## src/rtl/max_pool_2x2.sv

```systemverilog
// Streaming 2x2 / stride-2 signed max-pool over a raster-order feature map.
// A hold register pairs columns; a half-width line buffer carries the even-row pair max down.
module max_pool_2x2 #(
  parameter int FEATURE_WIDTH = 32,
  parameter int MAP_WIDTH     = 16,
  parameter int MAP_HEIGHT    = 16
) (
  input  logic                     clk,
  input  logic                     rst,
  input  logic                     frame_clr,
  input  logic                     in_valid,
  input  logic [FEATURE_WIDTH-1:0] in_data,
  output logic                     out_valid,
  output logic [FEATURE_WIDTH-1:0] out_data,
  output logic                     frame_done
);
  localparam int CW   = $clog2(MAP_WIDTH);
  localparam int RW   = $clog2(MAP_HEIGHT);
  localparam int LB_N = MAP_WIDTH / 2;
  localparam int AW   = (LB_N > 1) ? $clog2(LB_N) : 1;

  logic [CW-1:0]                   r_col;
  logic [RW-1:0]                   r_row;
  logic signed [FEATURE_WIDTH-1:0] r_h;
  logic signed [FEATURE_WIDTH-1:0] r_lb [LB_N];
  logic                            r_out_valid;
  logic [FEATURE_WIDTH-1:0]        r_out_data;
  logic                            r_frame_done;

  logic                            w_acc;
  logic                            w_col_last;
  logic                            w_row_last;
  logic [AW-1:0]                   w_idx;
  logic signed [FEATURE_WIDTH-1:0] w_in;
  logic signed [FEATURE_WIDTH-1:0] w_lb_rd;
  logic signed [FEATURE_WIDTH-1:0] w_pair;
  logic signed [FEATURE_WIDTH-1:0] w_quad;

  assign w_acc      = in_valid & ~frame_clr;
  assign w_col_last = (r_col == CW'(MAP_WIDTH - 1));
  assign w_row_last = (r_row == RW'(MAP_HEIGHT - 1));
  assign w_idx      = AW'(r_col >> 1);
  assign w_in       = $signed(in_data);
  assign w_lb_rd    = r_lb[w_idx];
  assign w_pair     = (w_in > r_h) ? w_in : r_h;
  assign w_quad     = (w_lb_rd > w_pair) ? w_lb_rd : w_pair;

  // Entries are always rewritten on an even row before the odd row reads them,
  // so the buffer needs no reset or clear.
  always_ff @(posedge clk) begin
    if (w_acc && r_col[0] && !r_row[0])
      r_lb[w_idx] <= w_pair;
  end

  always_ff @(posedge clk or posedge rst) begin
    if (rst) begin
      r_col        <= '0;
      r_row        <= '0;
      r_h          <= '0;
      r_out_valid  <= 1'b0;
      r_out_data   <= '0;
      r_frame_done <= 1'b0;
    end else begin
      r_out_valid  <= 1'b0;
      r_frame_done <= 1'b0;
      if (frame_clr) begin
        r_col <= '0;
        r_row <= '0;
        r_h   <= '0;
      end else if (in_valid) begin
        if (!r_col[0]) begin
          r_h <= w_in;
        end else if (r_row[0]) begin
          r_out_data   <= w_quad;
          r_out_valid  <= 1'b1;
          r_frame_done <= w_row_last & w_col_last;
        end
        if (w_col_last) begin
          r_col <= '0;
          r_row <= w_row_last ? '0 : r_row + RW'(1);
        end else begin
          r_col <= r_col + CW'(1);
        end
      end
    end
  end

  assign out_valid  = r_out_valid;
  assign out_data   = r_out_data;
  assign frame_done = r_frame_done;
endmodule

```

## config.mk

```make
export PLATFORM = sky130hd
export DESIGN_NAME = max_pool_2x2
export DESIGN_NICKNAME = d
export VERILOG_FILES = /design/src/rtl/max_pool_2x2.sv
export SDC_FILE = /design/constraint.sdc
export NUM_CORES = 1
export LEC_CHECK = 0
export ABC_AREA = 1
export CAP_MARGIN = 20
export CORE_MARGIN = 3
export CORE_UTILIZATION = 67
export CTS_BUF_LIST = sky130_fd_sc_hd__clkbuf_8
export DETAILED_ROUTE_END_ITERATION = 12
export HOLD_SLACK_MARGIN = 0.02
export PLACE_DENSITY = 0.87
export SYNTH_ARGS = -nofsm -noshare
export SYNTH_HDL_FRONTEND = slang
export SYNTH_SLANG_ARGS = --single-unit
```

## constraint.sdc

```tcl
create_clock -name clk -period 8.63 [get_ports clk]
set_input_delay 1.726 -clock clk [delete_from_list [all_inputs] [get_ports clk]]
set_output_delay 1.726 -clock clk [all_outputs]
set_load 0.02 [all_outputs]
```

==> out/results.ini, run 1 <==
[timing]
finalCriticalPeriod_ps = 7220
tightest_slew_ps = 1090
rsz0062_at_grt = false
setup_violations = 0
tns_ps = 0
whs_ps = 484
period_share_pct = 83.7
slew_headroom_pct = 27.0
hold_viol = 0
skew_ps = 18.5
finalMaxSlewViolations = 0
max_freq_mhz = 138

[place]
hpwl_mm = 24.9
gp_congestion = 0.923
io_buffers = 69
place_inst = 1884
placed_area_sq_um = 16600

[global_route]
grt_pass1_wl_mm = 62.6
met3_usage_pct = 6.44
grt_pass1_vias = 11600
antenna_found_initial = 0
busiest_layer = met2
gr-usage-met2_pct = 50.0
grt-ovfl-total = 0
grt_usage_pct = 31.4
use_met1_pct = 43.8
grt_max_degree = 75

[synthesis]
yosysTopAreaCell = edfxtp_1
yosysSeqAreaShare_pct = 61.0
post_synth.cell_area_avg_sq_um = 10.1
netlist_instances = 1547
synth.most_common_cell = nand2_1
synth_area_sq_um = 15600
synth-edff-count = 256
synth-simple-area-share_pct = 18.1
yosys-top-cells-count = 396 x nand2_1, 256 x edfxtp_1, 241 x inv_1
synth_fa_ha_area_share_pct = 5.28
yosysWarnings = 0
synth_top_cell_area_share_pct = 49.1
ys_types = 40
synth-main-ff-cell = edfxtp_1
synth_compound_area_share_pct = 7.44
synth_xor_area_share_pct = 0
synth_area_leaders = edfxtp_1 49%, dfrtp_1 12%, nand2_1 9.5%, inv_1 5.8%, ha_1 5.3%
synth_nets = 1649
async_flop_share_pct = 22.4
synth_mux_area_share_pct = 0
synth_top_family_by_area = simple AND/OR/NAND/NOR gates
synth_seq_cells = 330

[cts]
cts_hold_buf = 0
clk-insertion-delay-late_ps = 570
cts_max_path_buffers = 3
htree_levels = 2
cts_root_buffer = clkbuf_8
tritoncts = done
cts.sinks = 330
cts_buffers = 50
cts_resized = 0
clk_pin_slew_ps = 60
cts_setup_buffers = 0

[hold_path]
hp-start = out_data[16]
min_path_type = flip-flop to flip-flop
hold_depth = 2
min_to = out_data[16]

[worst_setup_path]
critical_path_class = input port to flip-flop
required_ps = 9130
r2r-end = out_data[21]
reg2reg_depth = 27
rrSetupSlack_ps = 2630
critPathMaxFanout = 33
slowest_stage = nand3_2
start_kind = input port
cp_num_buf_inv = 3
cp_top_family = simple AND/OR/NAND/NOR gates
slowest_delay_ps = 670
setup.worst_path.end_class = flip-flop
arrival_ps = 7730
worstSetupPathDepth = 27
path_common_cell = nand2_1
reg2reg_from = r_h[21]

[floorplan]
dieHeight_microns = 159
initial_core_util_pct = 68.7
dieArea_sq_um = 25200
rows = 55
die_w_microns = 159
coreArea_sq_um = 22800
ios = 70

[detailed_routing]
vias = 11900
dr.pass1.iters = 6
drc = 0
wl_per_cell_microns = 20.2
drt_wl_total_mm = 39.8
via_per_inst = 6.05
drtIter0Drc = 1517
ant_nets = 0

[layout]
syn_to_final_growth_pct = 11.9
drive_gt1_share_pct = 6.64
nets = 1725
final_area_sq_um = 17500
final_cells = 1970
fill_cells = 1335
final_core_util_pct = 76.9
diodes = 0

[outcome]
status = finished, final reports clean

[job]
cap_violations = 0

[pwr]
power.density_nw_per_um2 = 233
cellLeakagePower_nw = 7.58
ir_drop_mv = 0.165

==> registers in the layout, summed over array words and instances (netlist names) <==
signal and cells:
r_lb 256, out_data 32, r_h 32, r_col 4, r_row 4, frame_done 1
out_valid 1
==> layout make-up <==
class	instances	area [sq um]	share of cell area (%)
clock inverter	33	165	0.943
multi-input combinational	899	4890	27.9
inverter	251	942	5.38
sequential	330	9540	54.5
timing repair buffer	91	856	4.89
clock buffer	53	729	4.17
tap	313	392	2.24
==> where the power goes <==
part	internal, mW	leakage [nW]	switching (mW)	total (mW)
combinational	0.339	3.76	0.611	0.950
sequential	1.87	3.29	0.0826	1.96
clock	0.595	0.525	0.583	1.18
==> worst register-to-register path: stages (launching register included) <==
cell,delay [ps]
dfrtp_1,410
inv_1,80
ha_1,300
nand2_1,60
nor2_1,120
nand4_1,160
nor2_1,170
nand2_1,90
nand2_1,60
nand2_1,570
nand3_1,250
buf_4,340
nand2_1,120
nand2_1,320
inv_1,90
ha_1,310
nand2_1,70
nor2_1,200
nand2_1,80
nor2_1,240
nand2_1,90
nand3_1,120
nand2_1,90
nand3_2,460
nand3_2,680
nand3_1,300
nand2_1,110
nand2_1,70
==> per-layer routing <==
| metal | wire [microns] | part of all wire, % |
|---|---|---|
| met1 | 14900 | 37 |
| met2 | 18500 | 46 |
| met3 | 5040 | 13 |
| met4 | 1350 | 3.4 |
| met5 | 0 | 0 |
==> per-stage QoR <==
step | power, mW | worst slack (ps)
2_1_floorplan | 2.55 | 2980
3_3_place_gp | 2.87 | 1090
3_5_place_dp | 2.90 | 1000
4_1_cts | 4.07 | 1580
5_1_grt | 4.26 | 868
6_report | 4.08 | 1410
==> kinds of logic (layout without fill, tap and decap cells) <==
logic type / count (synthesis) / in the layout
fa+ha+maj: 66 / 66
flops: 330 / 330
buf+inv: 318 / 428
compound gates: 191 / 191
simple gates: 642 / 642
==> how the worst max path moves through the flow <==
stage               slack, ps        start           end
finish                   1410  in_data[23]  out_data[21]
global route              870  in_data[31]  out_data[21]
CTS                      1580  in_data[15]  out_data[21]
detailed placement       1000  in_data[23]  out_data[21]
global placement         1090  in_data[17]  out_data[21]
floorplan                2980    frame_clr    r_lb[2][0]
==> placed cells by master, fill, tap and decap left out, drive strengths merged, types with 14 or more instances in the layout <==
master / instances
nand2: 397
inv: 265
edfxtp: 256
nand3: 90
nand4: 86
dfrtp: 74
clkdlybuf4s50: 69
o21ai: 69
ha: 66
nor2: 56
clkbuf: 53
a21oi: 49
buf: 22
clkinv: 18
o22ai: 14
a22oi: 14
Note: power is estimated with default switching activity, not from simulation.
==> inputs of run 2 (changes only) <==
Settings changed: CORE_UTILIZATION 67 to 63, PLACE_DENSITY 0.87 to 0.83.
Clock period 8.63 ns to 6.9 ns, I/O delays scaled along.
==> out/results.ini, run 2 (same netlist as run 1, synthesis figures left out) <==
[hold_path]
hp-start = out_data[19]  ; was out_data[16]
min_to = out_data[19]  ; was out_data[16]
hold_depth = 2  ; unchanged
min_path_type = flip-flop to flip-flop  ; unchanged

[detailed_routing]
drt_wl_total_mm = 38.6  ; was 39.8 mm
dr.max_layer_used = met4  ; unchanged
wl_per_cell_microns = 19.3  ; was 20.2 microns
met1_length_mm = 15.3  ; was 14.9 mm
ant_nets = 0  ; unchanged
vias = 11700  ; was 11.9k
via_per_inst = 5.89  ; was 6.05
dr.pass1.iters = 5  ; was 6
wl_met2_mm = 17.9  ; was 18.5 mm
routed-wl-met3_mm = 4.04  ; was 5.04 mm
drc = 0  ; unchanged
drtIter0Drc = 1349  ; was 1517

[layout]
regArea_sq_um = 9540  ; unchanged
multi_input_area_sq_um = 4890  ; unchanged
diodes = 0  ; unchanged
largest_reg_flops = 256  ; unchanged
fill_cells = 1639  ; was 1335
syn_to_final_growth_pct = 12.7  ; was 11.9%
final_cells = 1993  ; was 1970
final_cell_mix = 396 x nand2_1, 256 x inv_1, 256 x edfxtp_1  ; was 396 x nand2_1, 257 x inv_1, 256 x edfxtp_1
regMostFlops = r_lb  ; unchanged
final_common_cell = nand2_1  ; unchanged
final_core_util_pct = 72.3  ; was 76.9%
drive_gt1_share_pct = 7.19  ; was 6.64%
nets = 1732  ; was 1725

[worst_setup_path]
start_kind = input port  ; unchanged
arrival_ps = 6660  ; was 7730 ps
cp_top_family = simple AND/OR/NAND/NOR gates  ; unchanged
r2r-end = out_data[30]  ; was out_data[21]
required_ps = 7410  ; was 9130 ps
setup.worst_path.end_class = flip-flop  ; unchanged
critPathMaxFanout = 33  ; unchanged
rrSetupSlack_ps = 1600  ; was 2630 ps
slowest_stage = nand3_2  ; unchanged
cp_num_buf_inv = 4  ; was 3
path_common_cell = nand2_1  ; unchanged
reg2reg_depth = 20  ; was 27
reg2reg_from = r_col[3]  ; was r_h[21]
critical_path_class = input port to flip-flop  ; unchanged
slowest_delay_ps = 620  ; was 670 ps

[global_route]
grt_pass1_vias = 11500  ; was 11.6k
grt-ovfl-total = 0  ; unchanged
antenna_found_initial = 0  ; unchanged
grt_max_degree = 75  ; unchanged
grt_pass1_wl_mm = 60.4  ; was 62.6 mm
grt_usage_pct = 29.2  ; was 31.4%

[place]
place_inst = 1901  ; was 1884
hpwl_mm = 24.8  ; was 24.9 mm
io_buffers = 69  ; unchanged
dp_slack_ps = 256  ; was 1000 ps
gp_congestion = 0.905  ; was 0.923

[timing]
finalMaxSlewViolations = 0  ; unchanged
tightest_slew_ps = 994  ; was 1090 ps
setup_violations = 0  ; unchanged
slew_headroom_pct = 33.7  ; was 27.0%
max_freq_mhz = 163
worst_slack_ps = 753  ; was 1410 ps
hold_viol = 0  ; unchanged
period_share_pct = 89.1
tns_ps = 0  ; unchanged
rsz0062_at_grt = false  ; unchanged
skew_ps = 19.5  ; was 18.5 ps
finalCriticalPeriod_ps = 6150

[cts]
cts_max_path_buffers = 3  ; unchanged
htree_levels = 2  ; unchanged
clk_pin_slew_ps = 60  ; about the same
cts_setup_buffers = 0  ; unchanged
clk-insertion-delay-late_ps = 580  ; was 570 ps
cts.sinks = 330  ; unchanged
cts_root_buffer = clkbuf_8  ; unchanged
tritoncts = done  ; unchanged
cts_resized = 0  ; unchanged
cts_hold_buf = 0  ; unchanged
cts_buffers = 50  ; unchanged

[outcome]
status = finished, final reports clean  ; unchanged

[floorplan]
dieArea_sq_um = 26800  ; was 25200 sq um
die_w_microns = 164  ; was 159 microns
ios = 70  ; unchanged
rows = 57  ; was 55
coreArea_sq_um = 24400  ; was 22800 sq um
dieHeight_microns = 164  ; was 159 microns
initial_core_util_pct = 64.1  ; was 68.7%

[pwr]
power.density_nw_per_um2 = 289  ; was 233 nW/um^2
p_sw_mw = 1.59  ; was 1.28 mW
swShare_pct = 31.1  ; was 31.2%
power.internal_mw = 3.51  ; was 2.81 mW
pwr-share-comb_pct = 23.4  ; was 23.3%
pwr-share-clk_pct = 28.8  ; about the same
power_frac_seq_pct = 47.8  ; was 47.9%
ir_drop_mv = 0.274  ; was 0.165 mV
cellLeakagePower_nw = 7.63  ; was 7.58 nW

[job]
cap_violations = 0  ; unchanged

-- run 2: cell types whose count changed in the layout (fill, tap and decap cells not counted) --
cell	before	now
buf_16	0	2
clkinv_2	4	7
inv_1	257	256
clkinv_4	0	2
clkbuf_8	53	51
clkinv_1	14	17
buf_4	22	27
-- run 2: layer usage --
layer / track usage, % / vias up
met2: 46.2 / 693
met5: 0 / -
met3: 5.05 / 113
met4: 11.2 / 0
met1: 41.0 / 5498
li1: - / 5431
-- run 2: worst max path at each step --
stage	start	slack (ps)	to	cells past startpoint
3_5_place_dp	in_data[5]	260	out_data[25]	29
4_1_cts	in_data[5]	850	out_data[25]	29
3_3_place_gp	in_data[7]	420	out_data[25]	28
2_1_floorplan	frame_clr	1600	r_lb[2][0]	3
6_report	in_data[5]	750	out_data[30]	29
5_1_grt	in_data[19]	280	out_data[11]	29
-- run 2: per-stage QoR --
step	power (mW)	hold WS [ps]	instance area [sq um]
after floorplan	3.18	522	15600
after global placement	3.59	464	16700
after detailed placement	3.63	464	16700
after CTS	5.08	483	17600
after global routing	5.31	503	17600
final	5.09	482	17600
-- run 2: power by group through the flow --
| stage | clock, mW | sequential (mW) | combinational [mW] |
|---|---|---|---|
| after floorplan | 0 | 2.56 | 0.622 |
| after global placement | 0 | 2.47 | 1.12 |
| after detailed placement | 0 | 2.47 | 1.16 |
| after CTS | 1.47 | 2.43 | 1.17 |
| after global routing | 1.56 | 2.44 | 1.30 |
| final | 1.47 | 2.43 | 1.19 |
-- run 2: cell type report --
class                           count  area share, %
Sequential cell                   330           54.1
Multi-Input combinational cell    899           27.7
Timing Repair Buffer               98           5.38
Tap cell                          324           2.30
Inverter                          251           5.34
Clock inverter                     40           1.16
Clock buffer                       51           3.98
-- run 2: worst reg2reg max path: stages (launching register included) --
cell and delay (ps):
dfrtp_1 690, inv_2 290, nand3_1 680, buf_4 400, o21ai_0 130, inv_1 60, nand4_1 230, ha_1 370
nand2_1 60, nor2_1 260, nand2_1 80, nor2_1 230, nand2_1 90, nand3_1 110, nand2_1 90, nand3_2 70
buf_4 320, nand3_2 630, nand3_1 290, nand2_1 110, nand2_1 70
==> inputs of run 3 (changes only) <==
Settings changed: PLACE_DENSITY 0.83 to 0.91.
==> out/results.ini, run 3 (same netlist as run 1, synthesis figures left out) <==
[timing]
finalCriticalPeriod_ps = 6200  ; was 6150 ps
worst_slack_ps = 703  ; was 753 ps
tightest_slew_ps = 1000  ; was 994 ps
slew_headroom_pct = 32.7  ; was 33.7%
finalMaxSlewViolations = 0  ; unchanged
period_share_pct = 89.8  ; was 89.1%
tns_ps = 0  ; unchanged
rsz0062_at_grt = false  ; unchanged
setup_violations = 0  ; unchanged
max_freq_mhz = 161  ; was 163 MHz
skew_ps = 33.4  ; was 19.5 ps
hold_viol = 0  ; unchanged

[cts]
cts_max_path_buffers = 3  ; unchanged
cts_setup_buffers = 0  ; unchanged
tritoncts = done  ; unchanged
cts_buffers = 51  ; was 50
cts.sinks = 330  ; unchanged
cts_root_buffer = clkbuf_8  ; unchanged
htree_levels = 2  ; unchanged
clk_pin_slew_ps = 60  ; about the same
clk-insertion-delay-late_ps = 590  ; was 580 ps

[worst_setup_path]
start_kind = input port  ; unchanged
arrival_ps = 6710  ; was 6660 ps
required_ps = 7410  ; about the same
critical_path_class = input port to flip-flop  ; unchanged
critPathMaxFanout = 33  ; unchanged
setup.worst_path.end_class = flip-flop  ; unchanged

[layout]
syn_to_final_growth_pct = 13.1  ; was 12.7%
regMostFlops = r_lb  ; unchanged
drive_gt1_share_pct = 7.19  ; unchanged
final_common_cell = nand2_1  ; unchanged
final_cells = 1993  ; unchanged
final_cell_mix = 396 x nand2_1, 260 x inv_1, 256 x edfxtp_1  ; was 396 x nand2_1, 256 x inv_1, 256 x edfxtp_1
nets = 1733  ; was 1732
diodes = 0  ; unchanged
final_core_util_pct = 72.5  ; was 72.3%
largest_reg_flops = 256  ; unchanged

[detailed_routing]
via_per_inst = 6.26  ; was 5.89
vias = 12500  ; was 11.7k
ant_nets = 0  ; unchanged
dr.pass1.iters = 9  ; was 5
drc = 0  ; unchanged
wl_per_cell_microns = 21.7  ; was 19.3 microns
drt_wl_total_mm = 43.2  ; was 38.6 mm
drtIter0Drc = 1707  ; was 1349

[floorplan]
die_w_microns = 164  ; unchanged
dieHeight_microns = 164  ; unchanged
ios = 70  ; unchanged
initial_core_util_pct = 64.1  ; unchanged
dieArea_sq_um = 26800  ; unchanged
coreArea_sq_um = 24400  ; unchanged
rows = 57  ; unchanged

[place]
hpwl_mm = 26.0  ; was 24.8 mm
place_inst = 1898  ; was 1901
dp_slack_ps = 114  ; was 256 ps
io_buffers = 69  ; unchanged
gp_congestion = 0.981  ; was 0.905

[global_route]
grt_max_degree = 75  ; unchanged
grt_pass1_vias = 12200  ; was 11.5k
antenna_found_initial = 0  ; unchanged
grt_pass1_wl_mm = 66.0  ; was 60.4 mm
grt_usage_pct = 32.2  ; was 29.2%
grt-ovfl-total = 0  ; unchanged

[pwr]
cellLeakagePower_nw = 7.66  ; was 7.63 nW
total_power_mw = 5.19  ; was 5.09 mW
ir_drop_mv = 0.201  ; was 0.274 mV
power.density_nw_per_um2 = 293  ; was 289 nW/um^2

[outcome]
status = finished, final reports clean  ; unchanged

[hold_path]
min_path_type = flip-flop to flip-flop  ; unchanged

[job]
cap_violations = 0  ; unchanged

-- run 3: cell types whose count changed in the layout (fill, tap and decap cells not counted), sizes merged --
cell      previous run  this run
inv                264       267
clkinvlp             0         1
clkbuf              51        54
clkinv              26        19
-- run 3: repair_timing --
action	CTS	global route
resized for setup	0	1
hold buffers	0	0
setup endpoints to repair	0	2
-- run 3: worst paths after layout --
path | start | to | slack, ps | cells after the start
setup / recovery | in_data[7] | out_data[5] | 700 | 23
setup reg to reg | r_col[1] | out_data[5] | 1390 | 19
min in group asynchronous | rst | out_data[18] | 1390 | 3
hold / removal | out_data[17] | out_data[17] | 490 | 2
max in group asynchronous | rst | r_h[2] | 4830 | 3
hold reg to reg | out_data[17] | out_data[17] | 490 | 2
-- run 3: where the power goes --
group          internal (mW)  total (mW)  switching, mW
logic                  0.434        1.23          0.791
clock network          0.759        1.52          0.756
registers               2.34        2.44          0.100
total                   3.54        5.19           1.65
-- run 3: final cells by class --
cell class	instances	area [sq um]
sequential	330	9540
fill	1488	6700
multi-input combinational	899	4900
timing repair buffer	98	981
inverter	251	942
clock buffer	54	743
tap	324	405
clock inverter	37	181
-- run 3: metal layers --
layer / vias to the layer above / GRT usage, % / share of wire [%]
li1: 5426 / - / -
met1: 5782 / 42.9 / 35
met2: 1087 / 51.9 / 47
met3: 172 / 6.16 / 13
met4: 0 / 14.6 / 4.2
met5: - / 0 / 0
-- run 3: worst max-delay path, cell delays in order --
cell,delay [ps]
clkdlybuf4s50_1,480
ha_1,330
nand2_1,70
nor2_1,170
nand4_1,210
nor2_1,220
nand2_1,100
nand3_1,510
nand2_1,140
nand2_1,380
inv_1,110
ha_1,350
a21oi_1,230
o21ai_0,180
nor2_1,160
nand3_1,70
nand2_1,140
nand2_1,80
nand2_2,460
nand3_4,480
nand3_1,220
nand2_1,100
nand2_1,90
-- run 3: per-stage QoR --
stage / hold WS, ps / area, sq um
floorplan: 522 / 15600
CTS: 494 / 17600
global placement: 473 / 16700
detailed placement: 472 / 16700
global route: 512 / 17700
finish: 492 / 17700
